===== config.mk =====
export PLATFORM = sky130hd
export DESIGN_NAME = hazard_control_unit_flat
export DESIGN_NICKNAME = d
export VERILOG_FILES = /design/src/rtl/hazard_pkg.sv /design/src/rtl/hazard_control_unit_if.sv /design/src/rtl/hazard_match.sv /design/src/rtl/hazard_control_unit.sv /design/src/flat_wrapper.sv
export SDC_FILE = /design/constraint.sdc
export NUM_CORES = 1
export LEC_CHECK = 0
export CAP_MARGIN = 20
export CORE_MARGIN = 3
export CORE_UTILIZATION = 27
export DETAILED_ROUTE_END_ITERATION = 12
export PLACE_DENSITY_LB_ADDON = 0.08
export SLEW_MARGIN = 20
export SYNTH_ARGS = -nofsm -noshare
export SYNTH_HDL_FRONTEND = slang
export SYNTH_HIERARCHICAL = 1
export SYNTH_SLANG_ARGS = --single-unit

===== constraint.sdc =====
create_clock -name clk -period 1.17 [get_ports clk]
set_input_delay 0.117 -clock clk [delete_from_list [all_inputs] [get_ports clk]]
set_output_delay 0.117 -clock clk [all_outputs]
set_load 0.02 [all_outputs]

===== src/rtl/hazard_pkg.sv =====
// Shared types and constants for the Execute-stage hazard control unit.
package hazard_pkg;

  typedef enum logic [1:0] {
    FWD_RF  = 2'b00,
    FWD_MEM = 2'b01,
    FWD_WB  = 2'b10
  } fwd_sel_e;

  typedef enum logic {
    RUN      = 1'b0,
    PAU_BUSY = 1'b1
  } state_e;

  localparam logic [1:0] MEMTOREG_LOAD = 2'b01;
  localparam logic [3:0] PC_REG        = 4'd15;

  // The younger producer (MEM) holds the newer value.
  function automatic fwd_sel_e fwd_pick(
    input logic mem_hit,
    input logic wb_hit
  );
    fwd_sel_e sel;
    sel = FWD_RF;
    if (mem_hit)     sel = FWD_MEM;
    else if (wb_hit) sel = FWD_WB;
    return sel;
  endfunction

endpackage


===== src/rtl/hazard_control_unit_if.sv =====
// Pipeline <-> hazard unit bundle: stage register fields in,
// stall/flush/forward controls out.
interface hazard_control_unit_if #(
  parameter int RA_W = 4
);
  logic [RA_W-1:0] id_ra;
  logic [RA_W-1:0] id_rb;
  logic            id_use_ra;
  logic            id_use_rb;
  logic [RA_W-1:0] ex_rd;
  logic            ex_regwrite;
  logic [1:0]      ex_memtoreg;
  logic            ex_pau;
  logic            ex_pcsrc;
  logic [RA_W-1:0] mem_rd;
  logic            mem_regwrite;
  logic [RA_W-1:0] wb_rd;
  logic            wb_regwrite;
  logic            stall_f;
  logic            stall_d;
  logic            stall_e;
  logic            flush_d;
  logic            flush_e;
  logic [1:0]      fwd_a_sel;
  logic [1:0]      fwd_b_sel;
  logic            pau_busy;

  modport master (
    output id_ra, id_rb, id_use_ra, id_use_rb,
    output ex_rd, ex_regwrite, ex_memtoreg,
    output ex_pau, ex_pcsrc,
    output mem_rd, mem_regwrite,
    output wb_rd, wb_regwrite,
    input  stall_f, stall_d, stall_e,
    input  flush_d, flush_e,
    input  fwd_a_sel, fwd_b_sel, pau_busy
  );

  modport slave (
    input  id_ra, id_rb, id_use_ra, id_use_rb,
    input  ex_rd, ex_regwrite, ex_memtoreg,
    input  ex_pau, ex_pcsrc,
    input  mem_rd, mem_regwrite,
    input  wb_rd, wb_regwrite,
    output stall_f, stall_d, stall_e,
    output flush_d, flush_e,
    output fwd_a_sel, fwd_b_sel, pau_busy
  );
endinterface


===== src/rtl/hazard_match.sv =====
// One source/stage RAW compare, qualified by use, regwrite and R15.
module hazard_match
  import hazard_pkg::*;
#(
  parameter int RA_W = 4
) (
  input  logic [RA_W-1:0] rs_i,
  input  logic            use_i,
  input  logic [RA_W-1:0] rd_i,
  input  logic            we_i,
  output logic            hit_o
);

  assign hit_o = use_i & we_i
               & (rs_i == rd_i)
               & (rs_i != RA_W'(PC_REG));

endmodule


===== src/rtl/hazard_control_unit.sv =====
// Execute-stage hazard sequencer: load-use, PAU and branch stall/flush.
// HAZARD_FORWARD_EN selects MEM/WB forwarding; undefined, RAW hazards stall.
module hazard_control_unit #(
  parameter int PAU_LAT = 3,
  parameter int RA_W    = 4
) (
  input  logic                 clk,
  input  logic                 rst,
  hazard_control_unit_if.slave hz
);
  import hazard_pkg::*;

  localparam int CW = (PAU_LAT > 2) ? $clog2(PAU_LAT - 1) : 1;

  logic a_ex, b_ex, a_mem, b_mem;

  hazard_match #(.RA_W(RA_W)) u_a_ex (
    .rs_i  (hz.id_ra),
    .use_i (hz.id_use_ra),
    .rd_i  (hz.ex_rd),
    .we_i  (hz.ex_regwrite),
    .hit_o (a_ex)
  );

  hazard_match #(.RA_W(RA_W)) u_b_ex (
    .rs_i  (hz.id_rb),
    .use_i (hz.id_use_rb),
    .rd_i  (hz.ex_rd),
    .we_i  (hz.ex_regwrite),
    .hit_o (b_ex)
  );

  hazard_match #(.RA_W(RA_W)) u_a_mem (
    .rs_i  (hz.id_ra),
    .use_i (hz.id_use_ra),
    .rd_i  (hz.mem_rd),
    .we_i  (hz.mem_regwrite),
    .hit_o (a_mem)
  );

  hazard_match #(.RA_W(RA_W)) u_b_mem (
    .rs_i  (hz.id_rb),
    .use_i (hz.id_use_rb),
    .rd_i  (hz.mem_rd),
    .we_i  (hz.mem_regwrite),
    .hit_o (b_mem)
  );

  logic load_use;
  logic raw_stall;

  assign load_use = (hz.ex_memtoreg == MEMTOREG_LOAD)
                  & (a_ex | b_ex);

`ifdef HAZARD_FORWARD_EN
  logic a_wb, b_wb;

  hazard_match #(.RA_W(RA_W)) u_a_wb (
    .rs_i  (hz.id_ra),
    .use_i (hz.id_use_ra),
    .rd_i  (hz.wb_rd),
    .we_i  (hz.wb_regwrite),
    .hit_o (a_wb)
  );

  hazard_match #(.RA_W(RA_W)) u_b_wb (
    .rs_i  (hz.id_rb),
    .use_i (hz.id_use_rb),
    .rd_i  (hz.wb_rd),
    .we_i  (hz.wb_regwrite),
    .hit_o (b_wb)
  );

  assign raw_stall = load_use;
`else
  // WB writes the RF in the first half-cycle, so only EX/MEM must wait.
  assign raw_stall = load_use | a_ex | b_ex | a_mem | b_mem;
`endif

  state_e          state_q, state_d;
  logic [CW-1:0]   cnt_q, cnt_d;
  logic            done_q, done_d;
  logic            pau_stall;
  logic            haz_stall;
  logic            br_flush;

  // done_q marks the release cycle: the PAU op is still in Execute
  // but must not restart the sequence.
  always_comb begin
    state_d   = state_q;
    cnt_d     = cnt_q;
    done_d    = 1'b0;
    pau_stall = 1'b0;
    haz_stall = 1'b0;
    br_flush  = 1'b0;
    unique case (state_q)
      RUN: begin
        if (hz.ex_pau && (PAU_LAT > 1) && !done_q) begin
          pau_stall = 1'b1;
          if (PAU_LAT > 2) begin
            state_d = PAU_BUSY;
            cnt_d   = CW'(PAU_LAT - 2);
          end else begin
            done_d = 1'b1;
          end
        end else if (hz.ex_pcsrc) begin
          br_flush = 1'b1;
        end else begin
          haz_stall = raw_stall;
        end
      end
      PAU_BUSY: begin
        pau_stall = 1'b1;
        cnt_d     = cnt_q - CW'(1);
        if (cnt_d == '0) begin
          state_d = RUN;
          done_d  = 1'b1;
        end
      end
      default: state_d = RUN;
    endcase
  end

  always_ff @(posedge clk) begin
    if (rst) begin
      state_q <= RUN;
      cnt_q   <= '0;
      done_q  <= 1'b0;
    end else begin
      state_q <= state_d;
      cnt_q   <= cnt_d;
      done_q  <= done_d;
    end
  end

  logic stall_fd;
  logic flush_e;

  assign stall_fd = ~rst & (pau_stall | haz_stall);
  assign flush_e  = rst | br_flush | haz_stall;

  assign hz.stall_f  = stall_fd;
  assign hz.stall_d  = stall_fd;
  assign hz.stall_e  = ~rst & pau_stall;
  assign hz.flush_d  = rst | br_flush;
  assign hz.flush_e  = flush_e;
  assign hz.pau_busy = (state_q == PAU_BUSY);

`ifdef HAZARD_FORWARD_EN
  fwd_sel_e fwd_a_q, fwd_a_d;
  fwd_sel_e fwd_b_q, fwd_b_d;

  always_comb begin
    fwd_a_d = fwd_pick(a_mem, a_wb);
    fwd_b_d = fwd_pick(b_mem, b_wb);
  end

  // A bubble in Execute carries no operands, so it reads the RF.
  always_ff @(posedge clk) begin
    if (flush_e) begin
      fwd_a_q <= FWD_RF;
      fwd_b_q <= FWD_RF;
    end else if (!stall_fd) begin
      fwd_a_q <= fwd_a_d;
      fwd_b_q <= fwd_b_d;
    end
  end

  assign hz.fwd_a_sel = fwd_a_q;
  assign hz.fwd_b_sel = fwd_b_q;
`else
  assign hz.fwd_a_sel = FWD_RF;
  assign hz.fwd_b_sel = FWD_RF;
`endif

endmodule


===== src/flat_wrapper.sv =====
// flat-port wrapper written by rule: the top's interface ports become plain ports
module hazard_control_unit_flat import hazard_pkg::*;
#(
  parameter int PAU_LAT = 3,
  parameter int RA_W    = 4
)
  (clk, rst, hz_id_ra, hz_id_rb, hz_id_use_ra, hz_id_use_rb, hz_ex_rd, hz_ex_regwrite, hz_ex_memtoreg, hz_ex_pau, hz_ex_pcsrc, hz_mem_rd, hz_mem_regwrite, hz_wb_rd, hz_wb_regwrite, hz_stall_f, hz_stall_d, hz_stall_e, hz_flush_d, hz_flush_e, hz_fwd_a_sel, hz_fwd_b_sel, hz_pau_busy);
  hazard_control_unit_if #(.RA_W(RA_W)) hz_i ();
  input  logic clk;
  input  logic rst;
  input wire logic [$bits(hz_i.id_ra)-1:0] hz_id_ra;
  input wire logic [$bits(hz_i.id_rb)-1:0] hz_id_rb;
  input wire logic [$bits(hz_i.id_use_ra)-1:0] hz_id_use_ra;
  input wire logic [$bits(hz_i.id_use_rb)-1:0] hz_id_use_rb;
  input wire logic [$bits(hz_i.ex_rd)-1:0] hz_ex_rd;
  input wire logic [$bits(hz_i.ex_regwrite)-1:0] hz_ex_regwrite;
  input wire logic [$bits(hz_i.ex_memtoreg)-1:0] hz_ex_memtoreg;
  input wire logic [$bits(hz_i.ex_pau)-1:0] hz_ex_pau;
  input wire logic [$bits(hz_i.ex_pcsrc)-1:0] hz_ex_pcsrc;
  input wire logic [$bits(hz_i.mem_rd)-1:0] hz_mem_rd;
  input wire logic [$bits(hz_i.mem_regwrite)-1:0] hz_mem_regwrite;
  input wire logic [$bits(hz_i.wb_rd)-1:0] hz_wb_rd;
  input wire logic [$bits(hz_i.wb_regwrite)-1:0] hz_wb_regwrite;
  output wire logic [$bits(hz_i.stall_f)-1:0] hz_stall_f;
  output wire logic [$bits(hz_i.stall_d)-1:0] hz_stall_d;
  output wire logic [$bits(hz_i.stall_e)-1:0] hz_stall_e;
  output wire logic [$bits(hz_i.flush_d)-1:0] hz_flush_d;
  output wire logic [$bits(hz_i.flush_e)-1:0] hz_flush_e;
  output wire logic [$bits(hz_i.fwd_a_sel)-1:0] hz_fwd_a_sel;
  output wire logic [$bits(hz_i.fwd_b_sel)-1:0] hz_fwd_b_sel;
  output wire logic [$bits(hz_i.pau_busy)-1:0] hz_pau_busy;
  assign hz_i.id_ra = hz_id_ra;
  assign hz_i.id_rb = hz_id_rb;
  assign hz_i.id_use_ra = hz_id_use_ra;
  assign hz_i.id_use_rb = hz_id_use_rb;
  assign hz_i.ex_rd = hz_ex_rd;
  assign hz_i.ex_regwrite = hz_ex_regwrite;
  assign hz_i.ex_memtoreg = hz_ex_memtoreg;
  assign hz_i.ex_pau = hz_ex_pau;
  assign hz_i.ex_pcsrc = hz_ex_pcsrc;
  assign hz_i.mem_rd = hz_mem_rd;
  assign hz_i.mem_regwrite = hz_mem_regwrite;
  assign hz_i.wb_rd = hz_wb_rd;
  assign hz_i.wb_regwrite = hz_wb_regwrite;
  assign hz_stall_f = hz_i.stall_f;
  assign hz_stall_d = hz_i.stall_d;
  assign hz_stall_e = hz_i.stall_e;
  assign hz_flush_d = hz_i.flush_d;
  assign hz_flush_e = hz_i.flush_e;
  assign hz_fwd_a_sel = hz_i.fwd_a_sel;
  assign hz_fwd_b_sel = hz_i.fwd_b_sel;
  assign hz_pau_busy = hz_i.pau_busy;
  hazard_control_unit #(.PAU_LAT(PAU_LAT), .RA_W(RA_W)) u_core (.clk(clk), .rst(rst), .hz(hz_i));
endmodule

Word level (Yosys, flattened, before mapping)
Index checks and enable logic that the tools add are counted.
{"block": "word_totals", "out_inout_bits": 10, "register_bits": 3, "inputBits": 31, "wordCells": 53}
{"block": "classes", "n_bitwise": 25, "eq_ne": 8, "n_reduce_logical": 2, "muxes": 14, "n_addsub": 1}
{"op": "$eq A4 B4 Y1", "count": 4}
{"op": "$and A1 B1 Y1", "count": 15}
{"op": "$mux W1", "count": 10}
{"op": "$ne A4 B4 Y1 const B", "count": 2}
{"op": "$or A1 B1 Y1", "count": 8}
{"op": "$pmux W1 S2", "count": 4}
{"op": "$eq A2 B1 Y1 const B", "count": 1}
{"op": "$ne A2 B1 Y1 const B", "count": 1}
{"op": "$not A1 Y1", "count": 2}
{"op": "$logic_and A1 B1 Y1", "count": 1}
{"op": "$logic_not A1 Y1", "count": 1}
{"op": "$sub A1 B1 Y1 const B", "count": 1}

Longest topological paths before layout
{"block": "logic_depth", "ltp_word": 14, "depth_mapped": 6, "depth_no_buf": 5}

Modules after synthesis
The synthesis kept the hierarchy.
{"mod": "hazard_match", "n_inst": 4, "seq_area_each_um2": 0.0, "area_each_um2": 62.6, "cells_per_inst": 8}
{"mod": "hazard_control_unit", "n_inst": 1, "seq_area_each_um2": 60.1, "area_each_um2": 211.5, "cells_per_inst": 22}

Worst setup path before layout
OpenSTA, ideal clock, no wires.
{"block": "synth_timing", "path_kind": "input port to output port", "from": "input port hz_ex_rd[1]", "to": "output port hz_stall_f", "path_stages": 6, "path_buffers": 1, "t_required_ps": 1053, "path_slack_ps": -627, "t_arrival_ps": 1680, "path_cell_list": "xnor2_1 -> o2111ai_1 -> a2111oi_2 -> nor4_4 -> o31ai_1 -> buf_4"}
{"block": "synth_between", "elab_chain_len": 14}
{"element": "start, declared", "line": "flat_wrapper.sv:15", "rtl": "input wire logic [$bits(hz_i.ex_rd)-1:0] hz_ex_rd;"}
{"element": "$eq A4 B4 Y1 (*)", "line": "hazard_match.sv:15", "rtl": "& (rs_i == rd_i)"}
{"element": "$and A1 B1 Y1 (*)", "line": "hazard_match.sv:15"}
{"element": "$and A1 B1 Y1 (*)", "line": "hazard_match.sv:16", "rtl": "& (rs_i != RA_W'(PC_REG));"}
{"element": "named net u_core.a_ex", "line": "hazard_control_unit.sv:15", "rtl": "logic a_ex, b_ex, a_mem, b_mem;"}
{"element": "$or A1 B1 Y1", "line": "hazard_control_unit.sv:53", "rtl": "& (a_ex | b_ex);"}
{"element": "$and A1 B1 Y1", "line": "hazard_control_unit.sv:53"}
{"element": "$or A1 B1 Y1 (*) (4 in a row)", "line": "hazard_control_unit.sv:77", "rtl": "assign raw_stall = load_use | a_ex | b_ex | a_mem | b_mem;"}
{"element": "$mux W1 (*)", "line": "hazard_control_unit.sv:106", "rtl": "end else if (hz.ex_pcsrc) begin"}
{"element": "$mux W1 (*)", "line": "hazard_control_unit.sv:98", "rtl": "if (hz.ex_pau && (PAU_LAT > 1) && !done_q) begin"}
{"element": "$mux W1 (*)", "line": "hazard_control_unit.sv:96", "rtl": "unique case (state_q)"}
{"element": "$or A1 B1 Y1 (*)", "line": "hazard_control_unit.sv:139", "rtl": "assign stall_fd = ~rst & (pau_stall | haz_stall);"}
{"element": "$and A1 B1 Y1 (*)", "line": "hazard_control_unit.sv:139"}
{"element": "end, declared", "line": "flat_wrapper.sv:24", "rtl": "output wire logic [$bits(hz_i.stall_f)-1:0] hz_stall_f;"}
The timed path passes the listed nets; every way through them passes the cells marked *.

Final worst setup path
{"block": "layout_timing", "from": "input port hz_mem_rd[1]", "to": "output port hz_flush_e"}
{"element": "start, declared", "line": "flat_wrapper.sv:20", "rtl": "input wire logic [$bits(hz_i.mem_rd)-1:0] hz_mem_rd;"}
{"element": "$eq A4 B4 Y1", "line": "hazard_match.sv:15"}
{"element": "$and A1 B1 Y1", "line": "hazard_match.sv:15"}
{"element": "$and A1 B1 Y1", "line": "hazard_match.sv:16"}
{"element": "named net u_core.b_mem", "line": "hazard_control_unit.sv:15"}
{"element": "$or A1 B1 Y1", "line": "hazard_control_unit.sv:77"}
{"element": "$mux W1", "line": "hazard_control_unit.sv:106"}
{"element": "$mux W1", "line": "hazard_control_unit.sv:98"}
{"element": "$mux W1", "line": "hazard_control_unit.sv:96"}
{"element": "$or A1 B1 Y1", "line": "hazard_control_unit.sv:140", "rtl": "assign flush_e = rst | br_flush | haz_stall;"}
{"element": "end, declared", "line": "flat_wrapper.sv:28", "rtl": "output wire logic [$bits(hz_i.flush_e)-1:0] hz_flush_e;"}
The timed path passes the listed nets, and every way through them passes these cells.

==> results_dict.tcl <==
set metrics [dict create \
    status "finished with violations" \
    violations "setup timing" \
    maxCapViolations 0 \
    synth_area_leaders "xor2_1 15%, dfxtp_1 13%, a2111oi_2 13%, buf_4 8.1%, o2111ai_1 7.6%" \
    p_leak_nw 0.422 \
    skew_ns 0.00410 \
    synth_seq_cells 3 \
    slew_viol_final 0 \
    core-area_mm2 0.00156 \
    grt_overflow 0 \
    cp-end-kind "primary output" \
    ios 41 \
    grtUsageMet3_pct 3.07 \
    hpwl_um 1140 \
    timing.fmax_mhz 633 \
    antenna_found_initial 0 \
    avgRoutedWirePerCell_um 13.6 \
    dr.first_iter.drc_count 6 \
    seq_area_um2 61.3 \
    clock_tree.root_cell "clkbuf_4" \
    multi_input_comb_area_um2 543 \
    cts.clk_slew.worst_paths_ns 0.04 \
    crit_required_ns 1.05 \
    critPathLaunchType "input pin" \
    yosysTopAreaCell "xor2_1" \
    die_area_mm2 0.00224 \
    hold_violations 0 \
    cts.sinks 3 \
    drt-total-wl_um 1530 \
    viasPerCell 4.81 \
    syn_area_per_cell_um2 8.55 \
    grt_use_met1_pct 16.9 \
    layout_common_cells "15 x buf_4, 7 x clkbuf_2, 6 x buf_2" \
    die_w_um 47.4 \
    grt_pass1_wl_um 2260 \
    irDropWorstVdd_mv 0.324 \
    cts_tree "done" \
    holdWs_ns 0.347 \
    worstPathArrival_ns 1.46 \
    track_usage_pct 14.1 \
    ys_warn_count 6 \
    final_common_cell "buf_4" \
    syn_inst 54 \
    setup_viol 3 \
    grt_pass1_vias 546 \
    ff2ff_setup_slack_ns 0.21 \
    antenna_cells 0 \
    routabilityCongestion 0.747 \
    htree_num_levels 1 \
    use_met2_pct 26.7 \
    synth_top_area_share_pct 15.2 \
    seq_area_frac_synth_pct 13.0 \
    worst_slack_ns -0.409 \
    drive_above_1_share_pct 68.0 \
    period_needed_ns 1.58 \
    hold_path_class "in2reg" \
    via_count 543 \
    grt_max_degree 6 \
    fillers 137 \
    pre_cts_ws_ns -1.26 \
    clock_latency_ns 0.23 \
    ant_nets 0 \
    nNetsFinal 129 \
    critPathKind "in2out" \
    firstDrtPassIters 4 \
    finalPower_w 0.000673 \
    cellPowerDensity_mw_per_mm2 679 \
    synthToLayoutAreaGrowth_pct 115 \
    die_h_um 47.4 \
    port_buffers 29 \
    cp_max_fo 4 \
    grt_setup_unrepaired "yes" \
    drc 0 \
    yosysUniqueCellTypes 20 \
    post-route-period-util_pct 135 \
    initial_core_util_pct 29.6 \
    cts_max_path_buffers 2 \
    cts_hold_buf 0 \
    rows 14 \
    synthesis.area_um2 462 \
    numCtsBuffers 3 \
    busiest_layer "met2" \
]
==> state kept, by name, summed over array words and instances (netlist names) <==
name and flops:
u_core/cnt_q 1, u_core/done_q 1, u_core/hz.pau_busy 1
==> final cells by class <==
class                   count  area share, %
multi-input cells          44           54.8
repair buffers             41           32.4
flip-flops and latches      3           6.19
clock buffers               4           2.65
well taps                  16           2.02
inverters                   5           1.89
==> per-stage QoR <==
step	util [%]	cells	area, um2	setup TNS [ns]
2_1_floorplan	-	57	542	-0.297
3_3_place_gp	56.6	106	882	-4.68
3_5_place_dp	56.6	106	882	-4.73
4_1_cts	61.1	113	952	-1.42
5_1_grt	63.6	113	991	-1.27
6_report	63.6	113	991	-1.15
==> final timing paths <==
| check | startpoint | endpoint | depth (start not counted) |
|---|---|---|---|
| max | hz_mem_rd[1] | hz_flush_e | 9 |
| min | rst | u_core/done_q$_SDFF_PP0_ | 3 |
| max reg2reg | u_core/done_q$_SDFF_PP0_ | u_core/cnt_q$_SDFFE_PP0N_ | 4 |
| min reg2reg | u_core/cnt_q$_SDFFE_PP0N_ | u_core/done_q$_SDFF_PP0_ | 2 |
==> worst max-delay path: stages <==
cell	delay [ns]
buf_12	0.11
xnor2_4	0.16
o2111ai_2	0.15
a2111oi_4	0.29
buf_4	0.17
nor4_4	0.05
buf_4	0.15
a21oi_2	0.12
buf_4	0.15
==> routing by layer <==
metal  share of wire [%]  vias up
met3                 9.0        0
li1                    -      270
met5                   0        -
met4                   0        0
met1                  39      248
met2                  52       25
==> cells in the mapped netlist <==
cell type	number
o31ai_1	1
inv_2	1
o21bai_4	1
dfxtp_1	3
nor4_4	1
a21oi_2	1
inv_1	4
o2111ai_1	4
xnor2_1	4
o31a_1	1
nor2_1	2
buf_4	5
nor2b_4	1
conb_1	1
nand2_1	5
a21oi_1	2
a2111oi_2	4
xor2_1	8
nand3_1	4
nor2_2	1
==> kinds of logic (layout without fill, tap and decap cells) <==
logic type	Yosys count	in the layout	share of synthesized area, %
compound gates	14	14	32.3
simple gates	14	14	19.0
xor+xnor	12	12	22.8
buf+inv	10	50	12.2
flops	3	3	13.0
other cells	1	4	0.812
==> power breakdown <==
part / total, W / leakage (nW) / switching (W) / internal, W
Sequential: 0.000119 / 0.0253 / 0.00000756 / 0.000111
Combinational: 0.000371 / 0.382 / 0.000192 / 0.000180
Clock: 0.000182 / 0.0150 / 0.0000546 / 0.000128
==> repair_timing <==
action / 4_1_cts / 5_1_grt
setup buffers: 3 / 0
gates resized for setup: 96 / 33
pin swaps: 15 / 14
endpoints found under the setup margin: 6 / 5
Note: power is estimated with default switching activity, not from simulation.
